--- src/rtl/mig_write_issuer.sv ---
// Phrase-stream to MIG write issuer: one-entry holding slot with independent command/data handshakes.
// Optional DOUBLE_BUFFER_EN: ping-pong between two frame buffers, switching on each frame start.
module mig_write_issuer #(
  parameter int ADDR_W           = 27,
  parameter int BASE_ADDR        = 0,
  parameter int FRAME_WORDS      = 921600,
  parameter int WORDS_PER_PHRASE = 8
) (
  input  logic              clk_in,
  input  logic              rst_in,
  input  logic              valid_phrase,
  output logic              ready_phrase,
  input  logic [127:0]      phrase_data,
  input  logic              phrase_tuser,
  output logic [ADDR_W-1:0] app_addr,
  output logic [2:0]        app_cmd,
  output logic              app_en,
  input  logic              app_rdy,
  output logic [127:0]      app_wdf_data,
  output logic              app_wdf_wren,
  output logic              app_wdf_end,
  output logic [15:0]       app_wdf_mask,
  input  logic              app_wdf_rdy,
  output logic              frame_wrap_out,
  output logic              buf_sel_out
);

  localparam logic [ADDR_W:0]   FRAME_W  = (ADDR_W+1)'(FRAME_WORDS);
  localparam logic [ADDR_W:0]   BASE_W   = (ADDR_W+1)'(BASE_ADDR);
  localparam logic [ADDR_W:0]   STEP_W   = (ADDR_W+1)'(WORDS_PER_PHRASE);
  localparam logic [ADDR_W-1:0] LAST_OFF = ADDR_W'(FRAME_WORDS - WORDS_PER_PHRASE);

  logic              full, cmd_pend, wdf_pend, buf_q;
  logic [ADDR_W-1:0] offset, addr_q;
  logic [127:0]      data_q;

  logic              cmd_done, wdf_done, retire, accept, buf_next;
  logic [ADDR_W:0]   off_inc, addr_wide;
  logic [ADDR_W-1:0] next_off, off_sel;

  assign app_en       = full && cmd_pend;
  assign app_wdf_wren = full && wdf_pend;
  assign app_wdf_end  = app_wdf_wren;
  assign app_cmd      = 3'b000;
  assign app_wdf_mask = 16'h0000;
  assign app_addr     = addr_q;
  assign app_wdf_data = data_q;
  assign buf_sel_out  = buf_q;

  // The slot frees only once both handshakes are done; a handshake already
  // completed in an earlier cycle counts as done.
  assign cmd_done     = app_en && app_rdy;
  assign wdf_done     = app_wdf_wren && app_wdf_rdy;
  assign retire       = full && (cmd_done || !cmd_pend) && (wdf_done || !wdf_pend);
  assign ready_phrase = !full || retire;
  assign accept       = valid_phrase && ready_phrase;

  assign frame_wrap_out = retire && (offset == LAST_OFF);

  always_comb begin
    off_inc  = {1'b0, offset} + STEP_W;
    next_off = (off_inc >= FRAME_W) ? '0 : off_inc[ADDR_W-1:0];
    off_sel  = phrase_tuser ? '0 : next_off;
`ifdef DOUBLE_BUFFER_EN
    buf_next = buf_q ^ phrase_tuser;
`else
    buf_next = 1'b0;
`endif
    addr_wide = BASE_W + (buf_next ? FRAME_W : '0) + {1'b0, off_sel};
  end

  // NOTE: state uses non-blocking assignments and every register, including
  // the data slot, is cleared by the async reset so a discarded phrase never leaks out.
  always_ff @(posedge clk_in or negedge rst_in) begin
    if (!rst_in) begin
      full     <= 1'b0;
      cmd_pend <= 1'b0;
      wdf_pend <= 1'b0;
      buf_q    <= 1'b0;
      offset   <= '0;
      addr_q   <= '0;
      data_q   <= '0;
    end else if (accept) begin
      full     <= 1'b1;
      cmd_pend <= 1'b1;
      wdf_pend <= 1'b1;
      buf_q    <= buf_next;
      offset   <= off_sel;
      addr_q   <= addr_wide[ADDR_W-1:0];
      data_q   <= phrase_data;
    end else begin
      if (cmd_done) cmd_pend <= 1'b0;
      if (wdf_done) wdf_pend <= 1'b0;
      if (retire)   full     <= 1'b0;
    end
  end

endmodule

--- config.mk ---
export PLATFORM = sky130hd
export DESIGN_NAME = mig_write_issuer
export DESIGN_NICKNAME = d
export VERILOG_FILES = /design/src/rtl/mig_write_issuer.sv
export SDC_FILE = /design/constraint.sdc
export NUM_CORES = 1
export LEC_CHECK = 0
export CORE_ASPECT_RATIO = 1.2
export CORE_MARGIN = 5
export CORE_UTILIZATION = 37
export DETAILED_ROUTE_END_ITERATION = 6
export GPL_ROUTABILITY_DRIVEN = 0
export GPL_TIMING_DRIVEN = 1
export PLACE_DENSITY = 0.87
export SLEW_MARGIN = 20
export SYNTH_ARGS = -nofsm -noshare
export SYNTH_HDL_FRONTEND = slang
export SYNTH_SLANG_ARGS = --single-unit
--- constraint.sdc ---
create_clock -name clk_in -period 2.5 [get_ports clk_in]
set_clock_uncertainty 0.05 [all_clocks]
set_input_delay 0.5 -clock clk_in [delete_from_list [all_inputs] [get_ports clk_in]]
set_output_delay 0.5 -clock clk_in [all_outputs]
set_load 0.02 [all_outputs]
Word-level counts from Yosys, hierarchy flattened
Cells that the tools add are included.

Register bits after elaboration: 158. Input port bits: 134. Output and inout bits: 180. Logic and storage cells: 33.

Add/sub/neg operators: 1. Order comparisons: 1. Eq/ne operators: 1. Mux-type cells: 8. Reduce and logical (&&, ||, !) cells: 17.

Operators with widths (count): 2-to-1 mux 27 bit (2); adder 27 x 4 -> 28 bit (second input constant) (1); >= comparator 28 x 20 -> 1 bit (second input constant) (1); == test 27 x 20 -> 1 bit (second input constant) (1); logical AND 1 bit (8); 2-to-1 mux 1 bit (6); nonzero test 2 bit (3); logical NOT 1 bit (3); logical OR 1 bit (3).

Logic depth before layout (Yosys ltp)
Depth in word-level cells: 8. Gate-level depth with buffers: 10. Mapped depth without buffers: 8.

Worst setup path after synthesis
OpenSTA, ideal clock, no wires.

Kind: reg-to-reg. From: register, netlist name app_addr[3]. To: register addr_q[10], in the netlist app_addr[10]. Library setup time: 0.118 ns. Arrival: 2.671 ns. Required time: 2.332 ns. Setup slack: -0.339 ns. Cell stages (with the launch flop): 10. Buffers on the path: 1. Period minus slack after synthesis: 2.839 ns. Path through: dfrtp_1 -> ha_1 -> and3_1 -> or4b_2 -> nor3_1 -> o21ai_0 -> a221oi_4 -> buf_4 -> a211oi_2 -> a21o_1.

RTL lines: end signal, assigned (line 89) `addr_q <= addr_wide[ADDR_W-1:0];`; end, declared (line 34) `logic [ADDR_W-1:0] offset, addr_q;`.

==> impl_metrics.json <==
{
  "dp_slack_ns": -0.226,
  "clk_pin_slew_ns": 0.07,
  "fin_cells": 1074,
  "die-width_um": 133,
  "synth_most_common_cell": "dfrtp_1",
  "crit_arrival_ns": 2.83,
  "period_minus_slack_ns": 2.53,
  "cts_tree": "done",
  "worstPathRequired_ns": 2.81,
  "drc_errors": 0,
  "period_share_pct": 101,
  "nNetsFinal": 972,
  "synth_area_leaders": "dfrtp_1, mux2_2, buf_4, a211oi_2, a21o_1",
  "leakage_nw": 4.65,
  "ant_nets": 0,
  "h-tree-depth": 4,
  "syn_avg_cell_area_sq_um": 13.5,
  "slowest_delay_ns": 0.45,
  "place_inst": 1032,
  "max_freq_ghz": 0.396,
  "async_reset_ff_share_pct": 100,
  "setup.worst_path.end_class": "register",
  "die_area_sq_um": 21000,
  "setup_viol": 8,
  "critical_path.cell_chain": "inv_1 > nor4_2 > nand4_1 > buf_4 > mux2i_1 > a2111o_1 > buf_4 > a211oi_2 > a21o_1",
  "peakVddDrop_v": 0.000603,
  "rsz0062_at_grt": "yes",
  "synth-seq-cells": 155,
  "io_buffers": 290,
  "routed_wirelength_mm": 19.8,
  "yosysWarnings": 0,
  "setup_slack_ns": -0.0254,
  "antenna_found_initial": 0,
  "cts_root_buf": "clkbuf_16",
  "worstHoldPathType": "register to register",
  "synth_cell_types": 48,
  "clk_latency_ns": 0.41,
  "cp_num_buf_inv": 3,
  "max_slew_margin_pct": 65.2,
  "grt_pass1_vias": 5625,
  "diodes": 0,
  "ys_top_cells_by_count": "dfrtp_1, mux2_2, buf_4",
  "crit_top_cell": "buf_4",
  "grt_util_all_layers_pct": 18.3,
  "synthCells": 496,
  "cts-buffers-inserted": 17,
  "vias_per_cell": 4.89,
  "synth_area_leader_cell": "dfrtp_1",
  "core-area_sq_um": 18000,
  "synthDominantCellAreaShare_pct": 57.7,
  "cts_buffer_depth": 2,
  "path_class": "register to register",
  "wl_per_cell_um": 18.4,
  "synth_edf_count": 0,
  "violations": "setup timing",
  "outcome": "complete, but fails checks",
  "pin_count": 314,
  "hpwl_mm": 14.9,
  "area_delta_synth_final_pct": 64.5,
  "n_fill_cell": 1383,
  "initial_core_util_pct": 37.2,
  "grt_pass1_wl_mm": 30.5,
  "rows": 54,
  "grt_overflow": 0,
  "hold_ws_ns": 0.443,
  "cts_sinks": 155,
  "maxCapViolCount": 0,
  "hold_viol_final": 0,
  "drt_pass1_iterations": 4,
  "cp_slowest_cell": "dfrtp_1",
  "num_vias": 5253,
  "yosys_most_used_dff": "dfrtp_1",
  "seq_area_frac_synth_pct": 57.7,
  "drt_iter0_drc": 202,
  "start_kind": "register",
  "path_max_fanout": 7,
  "grt_max_degree": 54,
  "die_y_um": 158,
  "worst_pin_slew_ns": 0.521,
  "drive_gt1_share_pct": 33.2,
  "crit_family": "compound AO/OA/AOI/OAI gates",
  "powerDensity_nw_per_um2": 802,
  "maxSlewViolCount": 0,
  "netlist_area_sq_um": 6720
}
## state kept, by name (all words and copies together), names as in the netlist
signal,flops
wdf_pend,1
app_addr,24
app_wdf_data,128
full,1
cmd_pend,1
## tightest hold or removal path, stage by stage (launching register included)
cell     delay, ns
dfrtp_1       0.35
nand2_1       0.06
nand2_1       0.05
## through the flow
stage | instance area [sq um] | setup TNS (ns) | util (%) | power (mW)
6_report | 11100 | -0.0866 | 61.3 | 8.86
5_1_grt | 11100 | -2.37 | 61.3 | 9.27
4_1_cts | 10800 | -0.0310 | 60.1 | 8.95
3_5_place_dp | 10200 | -3.37 | 56.5 | 6.33
3_3_place_gp | 10200 | -2.74 | 56.5 | 6.26
2_1_floorplan | 6880 | 0 | - | 4.72
## where the power goes
part | switching (mW) | total, mW | internal (mW)
combinational | 1.38 | 2.98 | 1.59
clock | 1.10 | 2.58 | 1.48
sequential | 0.278 | 3.31 | 3.03
## cells by family (layout without fill, tap and decap cells)
| family | after synthesis | in the layout | share of synthesized area, % |
|---|---|---|---|
| XOR/XNOR | 1 | 1 | 0.130 |
| multiplexers | 130 | 130 | 21.8 |
| adder cells (fa/ha/maj) | 1 | 1 | 0.186 |
| AND/OR/NAND/NOR | 109 | 109 | 9.44 |
| AO/OA/AOI/OAI | 48 | 48 | 6.16 |
| other | 1 | 23 | 0.0558 |
| buffers and inverters | 51 | 383 | 4.54 |
| flip-flops | 155 | 155 | 57.7 |
## cell usage in the layout (no fill, tap or decap), types with 3 or more instances in the layout
cell type        instances
inv_6                    4
clkinvlp_4               4
nor3_2                   4
dfrtp_2                 12
clkdlybuf4s50_1        287
mux2_2                 128
nand4_1                  6
buf_6                    7
o21ai_0                  5
clkbuf_8                 3
nand3_4                  3
dfrtp_1                143
inv_1                    4
or2_2                    8
buf_4                   44
nor3b_1                  3
nand3_1                  8
conb_1                  23
buf_12                   6
nor3_1                   3
nand2_1                 21
or3_1                    5
clkbuf_16               17
a21o_1                  15
nand2b_1                10
nor2_1                   5
a211oi_2                14
and2_1                   9
## worst paths after layout
check / start / end / slack, ns / cells after the start
setup / recovery: app_addr[23]$_DFFE_PN0P_ / app_addr[15]$_DFFE_PN0P_ / -0.03 / 9
min in group asynchronous: rst_in / app_wdf_data[4]$_DFFE_PN0P_ / 0.56 / 2
hold / removal: wdf_pend$_DFFE_PN0P_ / wdf_pend$_DFFE_PN0P_ / 0.44 / 2
hold reg to reg: wdf_pend$_DFFE_PN0P_ / wdf_pend$_DFFE_PN0P_ / 0.44 / 2
max in group asynchronous: rst_in / app_addr[17]$_DFFE_PN0P_ / 1.21 / 3
setup reg to reg: app_addr[23]$_DFFE_PN0P_ / app_addr[15]$_DFFE_PN0P_ / -0.03 / 9
## layout make-up
class / count / area, sq um / area share, %
Multi-Input combinational cell: 312 / 2830 / 25.6
Inverter: 4 / 15.0 / 0.136
Timing Repair Buffer: 347 / 3440 / 31.1
Tap cell: 224 / 280 / 2.54
Clock inverter: 12 / 126 / 1.14
Sequential cell: 155 / 3890 / 35.2
Clock buffer: 20 / 467 / 4.22
## per-layer routing
metal  vias up  track usage, %  part of all wire [%]
met5         -               0                     0
met4         0            5.25                   1.8
met3        24            8.23                   9.6
met2       221            31.8                    52
met1      2587            20.5                    36
li1       2421               -                     -
## repair_timing
item                       CTS  global route
pin swaps                    2            13
gates resized for setup     14            30
gates cloned                 0             0
hold buffers                 1             0
setup endpoints to repair   19            18
setup buffers                3             6
hold endpoints to repair    11             0
Note: power is estimated with default switching activity, not from simulation.
